--- src/rtl/pipelined_anurupyena_mult.sv ---
// Three-stage signed multiplier using the Anurupyena base-deviation method.
// Base B = 2^(N-1): dx = X-B, dy = Y-B, X*Y = B*(X+dy) + dx*dy.
// Optional running accumulator compiled in with `define ANURUPYENA_ACC_EN.
module pipelined_anurupyena_mult #(
  parameter int unsigned N         = 8,
  parameter int unsigned ACC_GUARD = 8
) (
  input  logic                  clk,
  input  logic                  rst,
  input  logic                  in_valid,
  output logic                  in_ready,
  input  logic signed [N-1:0]   X,
  input  logic signed [N-1:0]   Y,
  output logic                  out_valid,
  input  logic                  out_ready,
  output logic signed [2*N-1:0] Result
`ifdef ANURUPYENA_ACC_EN
  ,
  input  logic                            acc_clr,
  output logic signed [2*N+ACC_GUARD-1:0] Acc,
  output logic                            acc_ovf
`endif
);

  localparam int unsigned DW = N + 2;      // deviation / X+dy width
  localparam int unsigned HW = 2 * N + 1;  // B*(X+dy) width
  localparam int unsigned LW = 2 * N + 2;  // dx*dy and full-sum width
  localparam int unsigned RW = 2 * N;      // product width
  localparam logic signed [DW-1:0] BASE = DW'(1) << (N - 1);

  // Reject operand widths the shift/deviation arithmetic is not sized for
  if ((N % 2) != 0 || N < 4 || N > 32 || ACC_GUARD > 64) begin : g_bad_param
    $error("pipelined_anurupyena_mult: illegal N or ACC_GUARD");
  end

  logic                 stall_c;
  logic signed [DW-1:0] xe_c, ye_c, dx_c, dy_c, xdy_c;
  logic signed [RW-1:0] sum_c;

  logic                 s1_valid, s2_valid;
  logic signed [DW-1:0] s1_dx, s1_dy, s1_xdy;
  logic signed [HW-1:0] s2_hi;
  logic signed [LW-1:0] s2_lo;

  // The whole pipe freezes while the output holds an unaccepted result
  assign stall_c  = out_valid & ~out_ready;
  assign in_ready = ~stall_c;

  // Deviations from the base, all kept at N+2 bits
  assign xe_c  = DW'(X);
  assign ye_c  = DW'(Y);
  assign dx_c  = xe_c - BASE;
  assign dy_c  = ye_c - BASE;
  assign xdy_c = xe_c + dy_c;

  // Final recombination; the exact product always fits 2N bits
  assign sum_c = RW'(LW'(s2_hi) + s2_lo);

  // Stage 1: register deviations and cross term
  always_ff @(posedge clk or posedge rst) begin
    if (rst) begin
      s1_valid <= 1'b0;
      s1_dx    <= '0;
      s1_dy    <= '0;
      s1_xdy   <= '0;
    end else if (!stall_c) begin
      s1_valid <= in_valid;
      if (in_valid) begin
        s1_dx  <= dx_c;
        s1_dy  <= dy_c;
        s1_xdy <= xdy_c;
      end
    end
  end

  // Stage 2: base-scaled term (pure shift) and deviation product
  always_ff @(posedge clk or posedge rst) begin
    if (rst) begin
      s2_valid <= 1'b0;
      s2_hi    <= '0;
      s2_lo    <= '0;
    end else if (!stall_c) begin
      s2_valid <= s1_valid;
      if (s1_valid) begin
        s2_hi <= $signed({s1_xdy, {(N - 1){1'b0}}});
        s2_lo <= LW'(s1_dx) * LW'(s1_dy);
      end
    end
  end

  // Stage 3: registered product and output valid
  always_ff @(posedge clk or posedge rst) begin
    if (rst) begin
      out_valid <= 1'b0;
      Result    <= '0;
    end else if (!stall_c) begin
      out_valid <= s2_valid;
      if (s2_valid) begin
        Result <= sum_c;
      end
    end
  end

`ifdef ANURUPYENA_ACC_EN
  localparam int unsigned AW = 2 * N + ACC_GUARD;

  logic                 s1_clr, s2_clr;
  logic signed [AW-1:0] acc_base_c, acc_add_c, acc_sum_c;
  logic                 acc_ovf_c;

  // Clear tag rides alongside its operand pair
  always_ff @(posedge clk or posedge rst) begin
    if (rst) begin
      s1_clr <= 1'b0;
      s2_clr <= 1'b0;
    end else if (!stall_c) begin
      s1_clr <= in_valid & acc_clr;
      s2_clr <= s1_valid & s1_clr;
    end
  end

  // Signed add with overflow detect: same-sign operands, different-sign sum
  always_comb begin
    acc_base_c = s2_clr ? '0 : Acc;
    acc_add_c  = AW'(sum_c);
    acc_sum_c  = acc_base_c + acc_add_c;
    acc_ovf_c  = (acc_base_c[AW-1] == acc_add_c[AW-1]) &&
                 (acc_sum_c[AW-1] != acc_base_c[AW-1]);
  end

  // Accumulate only on valid pairs; overflow flag is sticky until a clear tag
  always_ff @(posedge clk or posedge rst) begin
    if (rst) begin
      Acc     <= '0;
      acc_ovf <= 1'b0;
    end else if (!stall_c && s2_valid) begin
      Acc     <= acc_sum_c;
      acc_ovf <= (s2_clr ? 1'b0 : acc_ovf) | acc_ovf_c;
    end
  end
`endif

endmodule

--- config.mk ---
export PLATFORM = sky130hd
export DESIGN_NAME = pipelined_anurupyena_mult
export DESIGN_NICKNAME = d
export VERILOG_FILES = /design/src/rtl/pipelined_anurupyena_mult.sv
export SDC_FILE = /design/constraint.sdc
export NUM_CORES = 1
export LEC_CHECK = 0
export ABC_AREA = 1
export CAP_MARGIN = 10
export CORE_UTILIZATION = 46
export CTS_CLUSTER_SIZE = 30
export DETAILED_ROUTE_END_ITERATION = 16
export DONT_BUFFER_PORTS = 1
export SLEW_MARGIN = 40
export SYNTH_ARGS = -nofsm -noshare
export SYNTH_HDL_FRONTEND = slang
export SYNTH_SLANG_ARGS = --single-unit
--- constraint.sdc ---
create_clock -name clk -period 4.7 [get_ports clk]
set_input_delay 0.94 -clock clk [delete_from_list [all_inputs] [get_ports clk]]
set_output_delay 0.94 -clock clk [all_outputs]
set_load 0.005 [all_outputs]
=== After elaboration in Yosys (flattened, before gate mapping) ===
Cells that the tools add are included.

* $add $sub $neg: 4
* Multiply operators: 1
* Bitwise gates (word level): 3
* Reduce and logical (&&, ||, !) cells: 3

{| class="wikitable"
|+ Operators with widths
! cell !! count
|-
| subtractor 8 x 9 -> 10 bit, second input constant || 2
|-
| adder 16 bit || 1
|-
| multiplier 10 x 10 -> 16 bit || 1
|-
| adder 8 x 9 -> 9 bit || 1
|-
| AND reduction 2 bit || 3
|-
| NOT 1 bit || 2
|-
| bitwise AND 1 bit || 1
|}

* Register bits after elaboration: 73
* Input bits: 20
* Output and inout bits: 18
* Word-level logic and storage cells: 20

=== Logic depth before layout (Yosys ltp) ===
Gate-level depths: netlist of run 1.

* Depth in word-level cells: 4
* Depth in mapped cells: 25

=== Worst setup path after synthesis of run 1 ===
No wires, ideal clock.

* Path type: register -> register
* Start: register s1_dx[8]
* End: register s2_lo[15]
* Arrival time: 4.658 ns
* Setup slack: -0.076 ns
* Stages on the path, launching flop included: 20
* Buffers on the path: 2
* Period minus slack after synthesis: 4.776 ns
* Path through: dfrtp_1 > buf_6 > clkbuf_1 > nand2_1 > inv_1 > fa_1 > fa_1 > inv_1 > fa_1 > fa_1 > fa_1 > inv_1 > ha_1 > inv_1 > nor3_1 > nand3_1 > nand3_1 > nand3_1 > nand3_1 > nand2_1

* Word-level cells in the longest chain between the ends: 1

{| class="wikitable"
|+ Ends and longest elaborated chain
! element !! RTL line !! RTL
|-
| from (decl) || 41 || <nowiki>logic signed [DW-1:0] s1_dx, s1_dy, s1_xdy;</nowiki>
|-
| from (signal assigned) || 63 || <nowiki>s1_dx <= '0;</nowiki>
|-
| from (signal assigned) || 69 || <nowiki>s1_dx <= dx_c;</nowiki>
|-
| multiplier 10 x 10 -> 16 bit || 86 || <nowiki>s2_lo <= LW'(s1_dx) * LW'(s1_dy);</nowiki>
|-
| to (signal assigned) || 86 ||
|-
| to (decl) || 43 || <nowiki>logic signed [LW-1:0] s2_lo;</nowiki>
|}

Every way passes these cells.
A chain may end at the register's enable or synchronous reset.

=== Final worst setup path of run 1 ===
Ends and elaborated chain as after synthesis.

==> metrics.csv, run 1 <==
stage,metric,value,unit
cts,CTS Hold Buffers Added,0,
logic_synthesis,count of warnings emitted by yosys,0,
floorplan,Initial Util,47.7,%
floorplan,die width,122,um
route,via count,5183,
logic_synthesis,Mapped Area,6670,um^2
flow_run,max_cap viols,0,
finish,number of diodes,0,
route,post-route ant nets,0,
logic_synthesis,synthesized net count,979,
place,GP Congestion,0.899,
timing,Max-slew headroom,59.0,%
logic_synthesis,main flop type after synthesis,dfrtp_1,
global_routing,Tot GR Track Use,21.7,%
route,DR WL/cell,14.6,um
cts,clk_lat worst skew,0.34,ns
finish,nets,999,
cts,CTS tree,built,
logic_synthesis,Yosys reg bits,70,
setup_path,CP Data Required Time,4.94,ns
timing,setup TNS,0,ns
cts,clock slew at reported path FFs,0.06,ns
global_routing,GRT overflow,0,
logic_synthesis,Post-synth EDFFs,0,
logic_synthesis,mean post-synth cell area,8.01,um^2
logic_synthesis,Async SR Flop Fraction,100,%
timing,fin. max-slew vios,0,
min_path,Hold WC Path Type,flip-flop to flip-flop,
place,hpwl dp,12000,um
floorplan,die height,122,um
cts,CTS sink cnt,70,
logic_synthesis,Synth Instances,832,
global_routing,initial antenna violation count,0,
setup_path,crit path max fanout,6,
logic_synthesis,sequential fraction of the synthesis area,26.3,%
logic_synthesis,post-synth top area cell,dfrtp_1,
status,status,completed,
logic_synthesis,Cell variety after synth,37,
floorplan,# IOs,38,
route,Remaining DRCs,0,
timing,f_max,0.219,GHz
finish,fillers,1344,
floorplan,num rows,43,
logic_synthesis,"top cells by area, synth","dfrtp_1 (26%), fa_1 (21%), nand2_1 (15%), ha_1 (11%), inv_1 (9.6%)",
cts,cts bufs inserted,9,
timing,minimum clock period,4.56,ns
cts,H-Tree Depth,3,
global_routing,global-route wire length before repair,25000,um
global_routing,vias in the first global route,5318,
route,first-pass detailed-route iteration total,5,
cts,Clock Root Buffer,clkbuf_16,
floorplan,DIE AREA,15000,um^2
floorplan,core area,14000,um^2
cts,CTS Buffer Depth,2,
setup_path,critical path data arrival time,4.80,ns
finish,share of cells above drive strength 1,13.1,%
timing,Setup Skew,0.00773,ns
logic_synthesis,"count leader, synth",nand2_1,
route,violation count after the first detailed-routing iteration,202,
setup_path,crit end category,flip-flop,
logic_synthesis,top cell type's share of synthesized area,26.3,%
finish,Finished Core Util,53.8,%
global_routing,pin count of the biggest net entering global routing,37,
timing,Final setup viols,0,
logic_synthesis,Synth top cells by count,"nand2_1 (263), inv_1 (170), dfrtp_1 (70), fa_1 (70), ha_1 (57)",
route,vias per cell,5.01,
place,Port Buffers,0,
timing,Final period util,97.1,%
timing,"Hold Vio Cnt, Final",0,
setup_path,WS Path Type,flip-flop to flip-flop,
route,WL final,15200,um
finish,Area Growth Syn to Fin,12.8,%
setup_path,crit path launch type,flip-flop,
timing,Worst-Margin Slew,0.615,ns
[placed cells by master, fill, tap and decap left out, types with 2 or more instances in the layout]
cell type,netlist,routed
a21oi_1,20,18
o21ai_1,7,7
nor2_1,18,18
inv_4,2,3
fa_1,70,69
buf_4,1,36
nand2_2,5,8
o22ai_1,2,2
nand2_1,263,260
buf_6,6,3
or2_2,2,2
clkbuf_16,0,9
ha_4,0,9
dfrtp_1,70,64
inv_2,3,8
dfrtp_2,0,6
o211ai_1,2,2
o21ai_0,36,34
bufinv_16,0,2
nand4_1,5,5
nor2_2,2,2
clkinv_2,0,2
ha_1,57,47
a31oi_1,6,5
o21ai_2,1,2
xnor2_1,4,4
nand3_1,27,25
xor2_1,13,13
nand3_2,3,5
o21bai_1,2,2
a21oi_2,1,3
nand2_4,3,3
inv_1,170,163
[layout make-up]
type / instances / area (um^2) / area share (%)
clock inverters: 4 / 72.6 / 0.965
repair buffers: 39 / 304 / 4.04
flip-flops and latches: 70 / 1760 / 23.4
clock buffers: 10 / 239 / 3.18
well taps: 180 / 225 / 2.99
multi-input cells: 557 / 4260 / 56.6
inverters: 175 / 666 / 8.85
[layer usage]
metal / share of wire [%] / track usage (%)
met1: 45 / 28.2
met2: 47 / 35.7
met3: 4.7 / 4.55
met4: 2.5 / 7.77
met5: 0 / 0
[kinds of logic after synthesis]
group | synth area share (%)
AND/OR/NAND/NOR | 20.7
buffers and inverters | 12.5
adder cells (fa/ha/maj) | 31.7
AO/OA/AOI/OAI | 6.55
flip-flops | 26.3
XOR/XNOR | 2.23
[path summary, 6_finish.rpt]
kind	end	start	slack, ns	cells after the start
worst max-delay path	s2_lo[15]$_DFFE_PP0P_	s1_dx[8]$_DFFE_PP0P_	0.14	19
worst min-delay path	out_valid$_DFFE_PP0N_	s2_valid$_DFFE_PP0N_	0.47	2
worst max register to register	s2_lo[15]$_DFFE_PP0P_	s1_dx[8]$_DFFE_PP0P_	0.14	19
worst min register to register	out_valid$_DFFE_PP0N_	s2_valid$_DFFE_PP0N_	0.47	2
max in group asynchronous	s2_lo[8]$_DFFE_PP0P_	rst	3.28	2
min in group asynchronous	s1_xdy[7]$_DFFE_PP0P_	rst	0.53	1
[worst max-delay path, cell delays in order, from the launching register on]
cell     delay, ns
dfrtp_2       0.45
buf_6         0.14
nand2_1       0.06
inv_1         0.05
fa_2          0.51
buf_4         0.17
fa_1          0.55
fa_1          0.44
fa_1          0.50
inv_1         0.06
fa_1          0.52
inv_1         0.06
ha_4          0.29
nand2_1       0.08
nor3_2        0.15
nand3_1       0.09
nand3_1       0.11
nand3_1       0.08
nand3_1       0.08
nand2_1       0.05
[registers in the layout, indices dropped and copies added (netlist names), 8 cells and up]
name    cells
s2_hi       9
s2_lo      16
s1_xdy      9
s1_dx       9
s1_dy       8
Result     16
[metrics by stage]
stage	setup WS [ns]	instances	hold slack, ns	area [um^2]
after global routing	-0.103	1035	0.494	7520
after global placement	0.0209	1008	0.441	6920
after floorplan	0.0210	832	0.431	6670
final	0.138	1035	0.469	7520
after CTS	0.00155	1022	0.469	7230
after detailed placement	-0.0658	1008	0.456	6920
[timing repair]
item / 4_1_cts / 5_1_grt
buffers inserted: 0 / 13
pin swaps: 0 / 29
endpoints found under the setup margin: 2 / 8
resized for setup: 3 / 40
endpoints found under the hold margin: 0 / 0
gates cloned: 0 / 0
Power of run 1 is left out: the tool's default activity adds up to more than one toggle a clock period on the data nets, which glitch-free logic cannot reach.
==> run 2: changes to the inputs <==
--- a/config.mk
+++ b/config.mk
@@ -7,7 +7,9 @@
 export LEC_CHECK = 0
 export ABC_AREA = 1
 export CAP_MARGIN = 10
+export CORE_ASPECT_RATIO = 1.4
 export CORE_UTILIZATION = 46
+export CTS_CLUSTER_DIAMETER = 120
 export CTS_CLUSTER_SIZE = 30
 export DETAILED_ROUTE_END_ITERATION = 16
 export DONT_BUFFER_PORTS = 1
==> metrics.csv, run 2 (synthesized netlist as in run 1, its figures left out) <==
stage,metric,value,unit,change
status,status,completed,,unchanged
timing,f_max,0.220,GHz,was 0.219 GHz
timing,WHS,0.464,ns,was 0.469 ns
setup_path,crit path max fanout,5,,was 6
setup_path,CP startpoint,s1_dx[8]$_DFFE_PP0P_,,unchanged
setup_path,worst r2r src,s1_dx[8]$_DFFE_PP0P_,,unchanged
flow_run,max_cap viols,0,,unchanged
route,violation count after the first detailed-routing iteration,206,,was 202
global_routing,GRT overflow,0,,unchanged
finish,number of diodes,0,,unchanged
cts,H-Tree Depth,3,,unchanged
floorplan,die height,144,um,was 122 um
setup_path,CP Data Required Time,4.93,ns,was 4.94 ns
min_path,Hold Startpoint,s2_valid$_DFFE_PP0N_,,unchanged
route,via count,5316,,was 5183
route,WL final,15700,um,was 15200 um
timing,fin. max-slew vios,0,,unchanged
setup_path,Worst R2R Path Depth,19,,unchanged
floorplan,num rows,51,,was 43
place,hpwl dp,12500,um,was 12000 um
setup_path,worst r2r dst,s2_lo[15]$_DFFE_PP0P_,,unchanged
setup_path,Critical Path End,s2_lo[15]$_DFFE_PP0P_,,unchanged
finish,"commonest non-fill, non-tap cells in the layout","nand2_1 (254), inv_1 (155), fa_1 (68)",,"was nand2_1 (260), inv_1 (163), fa_1 (69)"
floorplan,DIE AREA,15000,um^2,about the same
route,post-route ant nets,0,,unchanged
timing,Final period util,96.8,%,was 97.1%
finish,share of cells above drive strength 1,16.9,%,was 13.1%
timing,Worst-Margin Slew,0.644,ns,was 0.615 ns
timing,Final setup viols,0,,unchanged
floorplan,# IOs,38,,unchanged
timing,Max-slew headroom,57.0,%,was 59.0%
route,first-pass detailed-route iteration total,5,,unchanged
finish,"most common cell after layout, fill and taps aside",nand2_1,,unchanged
setup_path,crit path launch type,flip-flop,,unchanged
cts,clock slew at reported path FFs,0.07,ns,was 0.06 ns
floorplan,Initial Util,47.5,%,was 47.7%
min_path,Hold WC Path Type,flip-flop to flip-flop,,unchanged
cts,Clock Root Buffer,clkbuf_16,,unchanged
finish,Area Growth Syn to Fin,14.7,%,was 12.8%
finish,Finished Core Util,54.5,%,was 53.8%
cts,cts bufs inserted,9,,unchanged
setup_path,critical path data arrival time,4.78,ns,was 4.80 ns
timing,Setup Skew,0.00860,ns,was 0.00773 ns
cts,CTS Buffer Depth,2,,unchanged
route,DR WL/cell,14.9,um,was 14.6 um
setup_path,crit end category,flip-flop,,unchanged
global_routing,initial antenna violation count,0,,unchanged
cts,CTS sink cnt,70,,unchanged
timing,"Hold Vio Cnt, Final",0,,unchanged
finish,Largest regs,"Result: 16 flops, s2_lo: 16 flops",,unchanged
finish,nets,1012,,was 999
setup_path,worst reg2reg setup slack,0.15,ns,was 0.14 ns
global_routing,pin count of the biggest net entering global routing,41,,was 37
timing,minimum clock period,4.55,ns,was 4.56 ns
cts,clk_lat worst skew,0.34,ns,about the same
cts,CTS tree,built,,unchanged
timing,RSZ-0062 raised after global routing,yes,,
cts,CTS Hold Buffers Added,0,,unchanged
global_routing,global-route wire length before repair,26300,um,was 25000 um
route,vias per cell,5.04,,was 5.01
floorplan,die width,104,um,was 122 um
place,Port Buffers,0,,unchanged
global_routing,vias in the first global route,5548,,was 5318
place,GP Congestion,0.887,,was 0.899
global_routing,Tot GR Track Use,22.6,%,was 21.7%
route,Remaining DRCs,0,,unchanged
floorplan,core area,14000,um^2,about the same
setup_path,WS Path Type,flip-flop to flip-flop,,unchanged
run 2: changes by cell type in the layout (fill, tap and decap cells not counted), moves of 3 or more:
cell,delta
inv_1,-8
nand2_1,-6
ha_1,+3
inv_6,+4
buf_4,+9
nand2_2,+5
inv_2,+10
run 2: how the worst min path moves through the flow:
stage / to / slack [ns] / depth (start not counted)
floorplan: out_valid$_DFFE_PP0N_ / 0.43 / 2
global placement: out_valid$_DFFE_PP0N_ / 0.44 / 2
detailed placement: out_valid$_DFFE_PP0N_ / 0.45 / 2
CTS: out_valid$_DFFE_PP0N_ / 0.47 / 2
global route: s1_xdy[8]$_DFFE_PP0P_ / 0.50 / 2
finish: out_valid$_DFFE_PP0N_ / 0.46 / 2
run 2: metrics by stage:
stage	TNS [ns]	cells	worst slack, ns	cell area, um^2
floorplan	0	832	0.0210	6670
global placement	-0.0382	1026	-0.0382	7020
detailed placement	-0.277	1026	-0.178	7020
CTS	0	1043	0.000215	7340
global route	-0.0561	1055	-0.0286	7650
finish	0	1055	0.149	7650
run 2: layout make-up:
type	count	area [um^2]
timing repair buffer	52	434
fill	1340	6390
clock inverter	7	61.3
inverter	175	662
multi-input combinational	557	4270
clock buffer	9	225
tap	185	231
sequential	70	1760
run 2: repair_timing:
item	4_1_cts	5_1_grt
buffers inserted	1	12
resized for setup	5	57
pin swaps	2	40
setup endpoints to repair	6	8
endpoints found under the hold margin	0	0
run 2: critical path, stage by stage (launching register included):
cell and delay (ns):
dfrtp_2 0.47, buf_12 0.16, buf_4 0.13, nand2_1 0.06, inv_1 0.05, fa_1 0.50, fa_1 0.53, fa_1 0.51
fa_1 0.49, inv_1 0.05, fa_1 0.50, inv_2 0.05, ha_4 0.27, inv_2 0.06, o21ai_2 0.21, a31oi_2 0.13
nand3_2 0.09, nand3_1 0.08, nand3_1 0.08, nand2_1 0.05
run 2: per-layer routing:
metal | GRT usage (%) | vias to the layer above | part of all wire (%)
met1 | 24.0 | 2574 | 39
met4 | 10.9 | 0 | 4.5
li1 | - | 2574 | -
met2 | 43.8 | 123 | 53
met3 | 3.29 | 45 | 3.2
met5 | 0 | - | 0
Power of run 2 is left out for the same reason.
==> run 3: changes to the inputs <==
==> constraint.sdc (replaced) <==
create_clock -name clk -period 5 [get_ports clk]
set_input_delay 1 -clock clk [delete_from_list [all_inputs] [get_ports clk]]
set_output_delay 1 -clock clk [all_outputs]
set_load 0.005 [all_outputs]
==> metrics.csv, run 3 (synthesized netlist as in run 1, its figures left out) <==
stage,metric,value,unit,change
global_routing,initial antenna violation count,0,,unchanged
setup_path,crit path max fanout,8,,was 5
setup_path,worst r2r src,s1_dx[8]$_DFFE_PP0P_,,unchanged
min_path,Hold Startpoint,s2_valid$_DFFE_PP0N_,,unchanged
global_routing,global-route wire length before repair,26400,um,was 26300 um
route,post-route ant nets,0,,unchanged
timing,Final period util,95.9,%,was 96.8%
setup_path,Worst R2R Path Depth,18,,was 19
setup_path,WS Path Type,flip-flop to flip-flop,,unchanged
place,hpwl dp,12400,um,was 12500 um
finish,number of diodes,0,,unchanged
route,via count,5146,,was 5316
route,WL final,15400,um,was 15700 um
route,vias per cell,5.01,,was 5.04
min_path,Hold WC Path Type,flip-flop to flip-flop,,unchanged
finish,share of cells above drive strength 1,8.66,%,was 16.9%
finish,Largest regs,"Result: 16 flops, s2_lo: 16 flops",,unchanged
min_path,hold endpoint,out_valid$_DFFE_PP0N_,,unchanged
timing,f_max,0.209,GHz,was 0.220 GHz
timing,minimum clock period,4.80,ns,was 4.55 ns
cts,clk_lat worst skew,0.33,ns,was 0.34 ns
setup_path,CP Data Required Time,5.22,ns,was 4.93 ns
min_path,Hold Crit Depth,2,,unchanged
floorplan,core area,14000,um^2,unchanged
global_routing,pin count of the biggest net entering global routing,39,,was 41
floorplan,DIE AREA,15000,um^2,unchanged
finish,Area Growth Syn to Fin,8.11,%,was 14.7%
place,placed cells,1007,,was 1026
setup_path,worst reg2reg setup slack,0.20,ns,was 0.15 ns
global_routing,vias in the first global route,5553,,was 5548
timing,fin. max-slew vios,0,,unchanged
route,DR WL/cell,15.0,um,was 14.9 um
finish,"commonest non-fill, non-tap cells in the layout","nand2_1 (263), inv_1 (168), fa_1 (69)",,"was nand2_1 (254), inv_1 (155), fa_1 (68)"
cts,H-Tree Depth,3,,unchanged
status,status,completed,,unchanged
setup_path,crit path launch type,flip-flop,,unchanged
global_routing,Tot GR Track Use,22.6,%,about the same
finish,Post-Layout Cell Count,1028,,was 1055
timing,"Hold Vio Cnt, Final",0,,unchanged
floorplan,Initial Util,47.5,%,unchanged
route,first-pass detailed-route iteration total,6,,was 5
floorplan,die height,144,um,unchanged
cts,Clock Root Buffer,clkbuf_16,,unchanged
cts,CTS Hold Buffers Added,0,,unchanged
timing,Setup Skew,0.00709,ns,was 0.00860 ns
route,violation count after the first detailed-routing iteration,187,,was 206
finish,nets,985,,was 1012
flow_run,max_cap viols,0,,unchanged
global_routing,GRT overflow,0,,unchanged
cts,clock slew at reported path FFs,0.06,ns,was 0.07 ns
cts,CTS Buffer Depth,2,,unchanged
setup_path,worst r2r dst,s2_lo[15]$_DFFE_PP0P_,,unchanged
floorplan,num rows,51,,unchanged
place,Port Buffers,0,,unchanged
floorplan,# IOs,38,,unchanged
cts,CTS tree,built,,unchanged
floorplan,die width,104,um,unchanged
place,GP Congestion,0.855,,was 0.887
timing,Max-slew headroom,55.5,%,was 57.0%
setup_path,critical path data arrival time,5.02,ns,was 4.78 ns
cts,cts bufs inserted,9,,unchanged
timing,Final setup viols,0,,unchanged
timing,WHS,0.465,ns,was 0.464 ns
timing,Worst-Margin Slew,0.667,ns,was 0.644 ns
finish,Finished Core Util,51.3,%,was 54.5%
route,Remaining DRCs,0,,unchanged
setup_path,crit end category,flip-flop,,unchanged
finish,"most common cell after layout, fill and taps aside",nand2_1,,unchanged
cts,CTS sink cnt,70,,unchanged
-- run 3: cell types whose count changed in the layout (fill, tap and decap cells not counted), sizes merged --
cell / previous run / this run
clkbuf: 9 / 11
inv: 180 / 176
clkinvlp: 2 / 3
clkinv: 0 / 2
buf: 52 / 24
-- run 3: critical path, stage by stage (launching register included) --
cell     delay (ns)
dfrtp_2        0.45
nand2_1        0.14
inv_1          0.08
fa_2           0.50
buf_4          0.17
fa_1           0.55
fa_1           0.44
fa_1           0.54
inv_1          0.05
fa_1           0.52
inv_1          0.04
ha_1           0.38
inv_1          0.12
o21ai_1        0.24
a31oi_1        0.12
nand3_1        0.11
nand3_1        0.09
nand3_1        0.08
nand2_1        0.05
-- run 3: routing by layer --
metal	part of all wire (%)	global-route usage, %	vias up
met1	40	24.7	2455
li1	-	-	2524
met3	3.8	3.47	33
met4	3.1	9.32	0
met5	0	0	-
met2	53	43.6	134
-- run 3: layout make-up --
type                            count  area [um^2]
Clock buffer                       10          239
Timing Repair Buffer               25          185
Sequential cell                    70         1760
Tap cell                          185          231
Fill cell                        1359         6830
Inverter                          175          662
Clock inverter                      6         45.0
Multi-Input combinational cell    557         4090
-- run 3: worst max path at each step --
stage	startpoint	cells past startpoint	slack (ns)	to
floorplan	s1_dx[8]$_DFFE_PP0P_	19	0.22	s2_lo[15]$_DFFE_PP0P_
global placement	s1_dx[3]$_DFFE_PP0P_	17	0.18	s2_lo[9]$_DFFE_PP0P_
detailed placement	s1_dx[8]$_DFFE_PP0P_	17	0.09	s2_lo[15]$_DFFE_PP0P_
CTS	s1_dx[8]$_DFFE_PP0P_	17	0.06	s2_lo[15]$_DFFE_PP0P_
global route	s1_dx[8]$_DFFE_PP0P_	18	-0.03	s2_lo[15]$_DFFE_PP0P_
finish	s1_dx[8]$_DFFE_PP0P_	18	0.20	s2_lo[15]$_DFFE_PP0P_
-- run 3: stage by stage --
stage | cell area, um^2 | setup TNS [ns] | worst slack [ns]
2_1_floorplan | 6670 | 0 | 0.224
3_3_place_gp | 6880 | 0 | 0.177
3_5_place_dp | 6880 | 0 | 0.0854
4_1_cts | 7160 | 0 | 0.0585
5_1_grt | 7210 | -0.0272 | -0.0272
6_report | 7210 | 0 | 0.204
-- run 3: repair_timing --
item / in CTS / in global routing
endpoints found under the setup margin: 0 / 5
setup buffers: 0 / 5
resized for setup: 0 / 6
Power of run 3 is left out for the same reason.
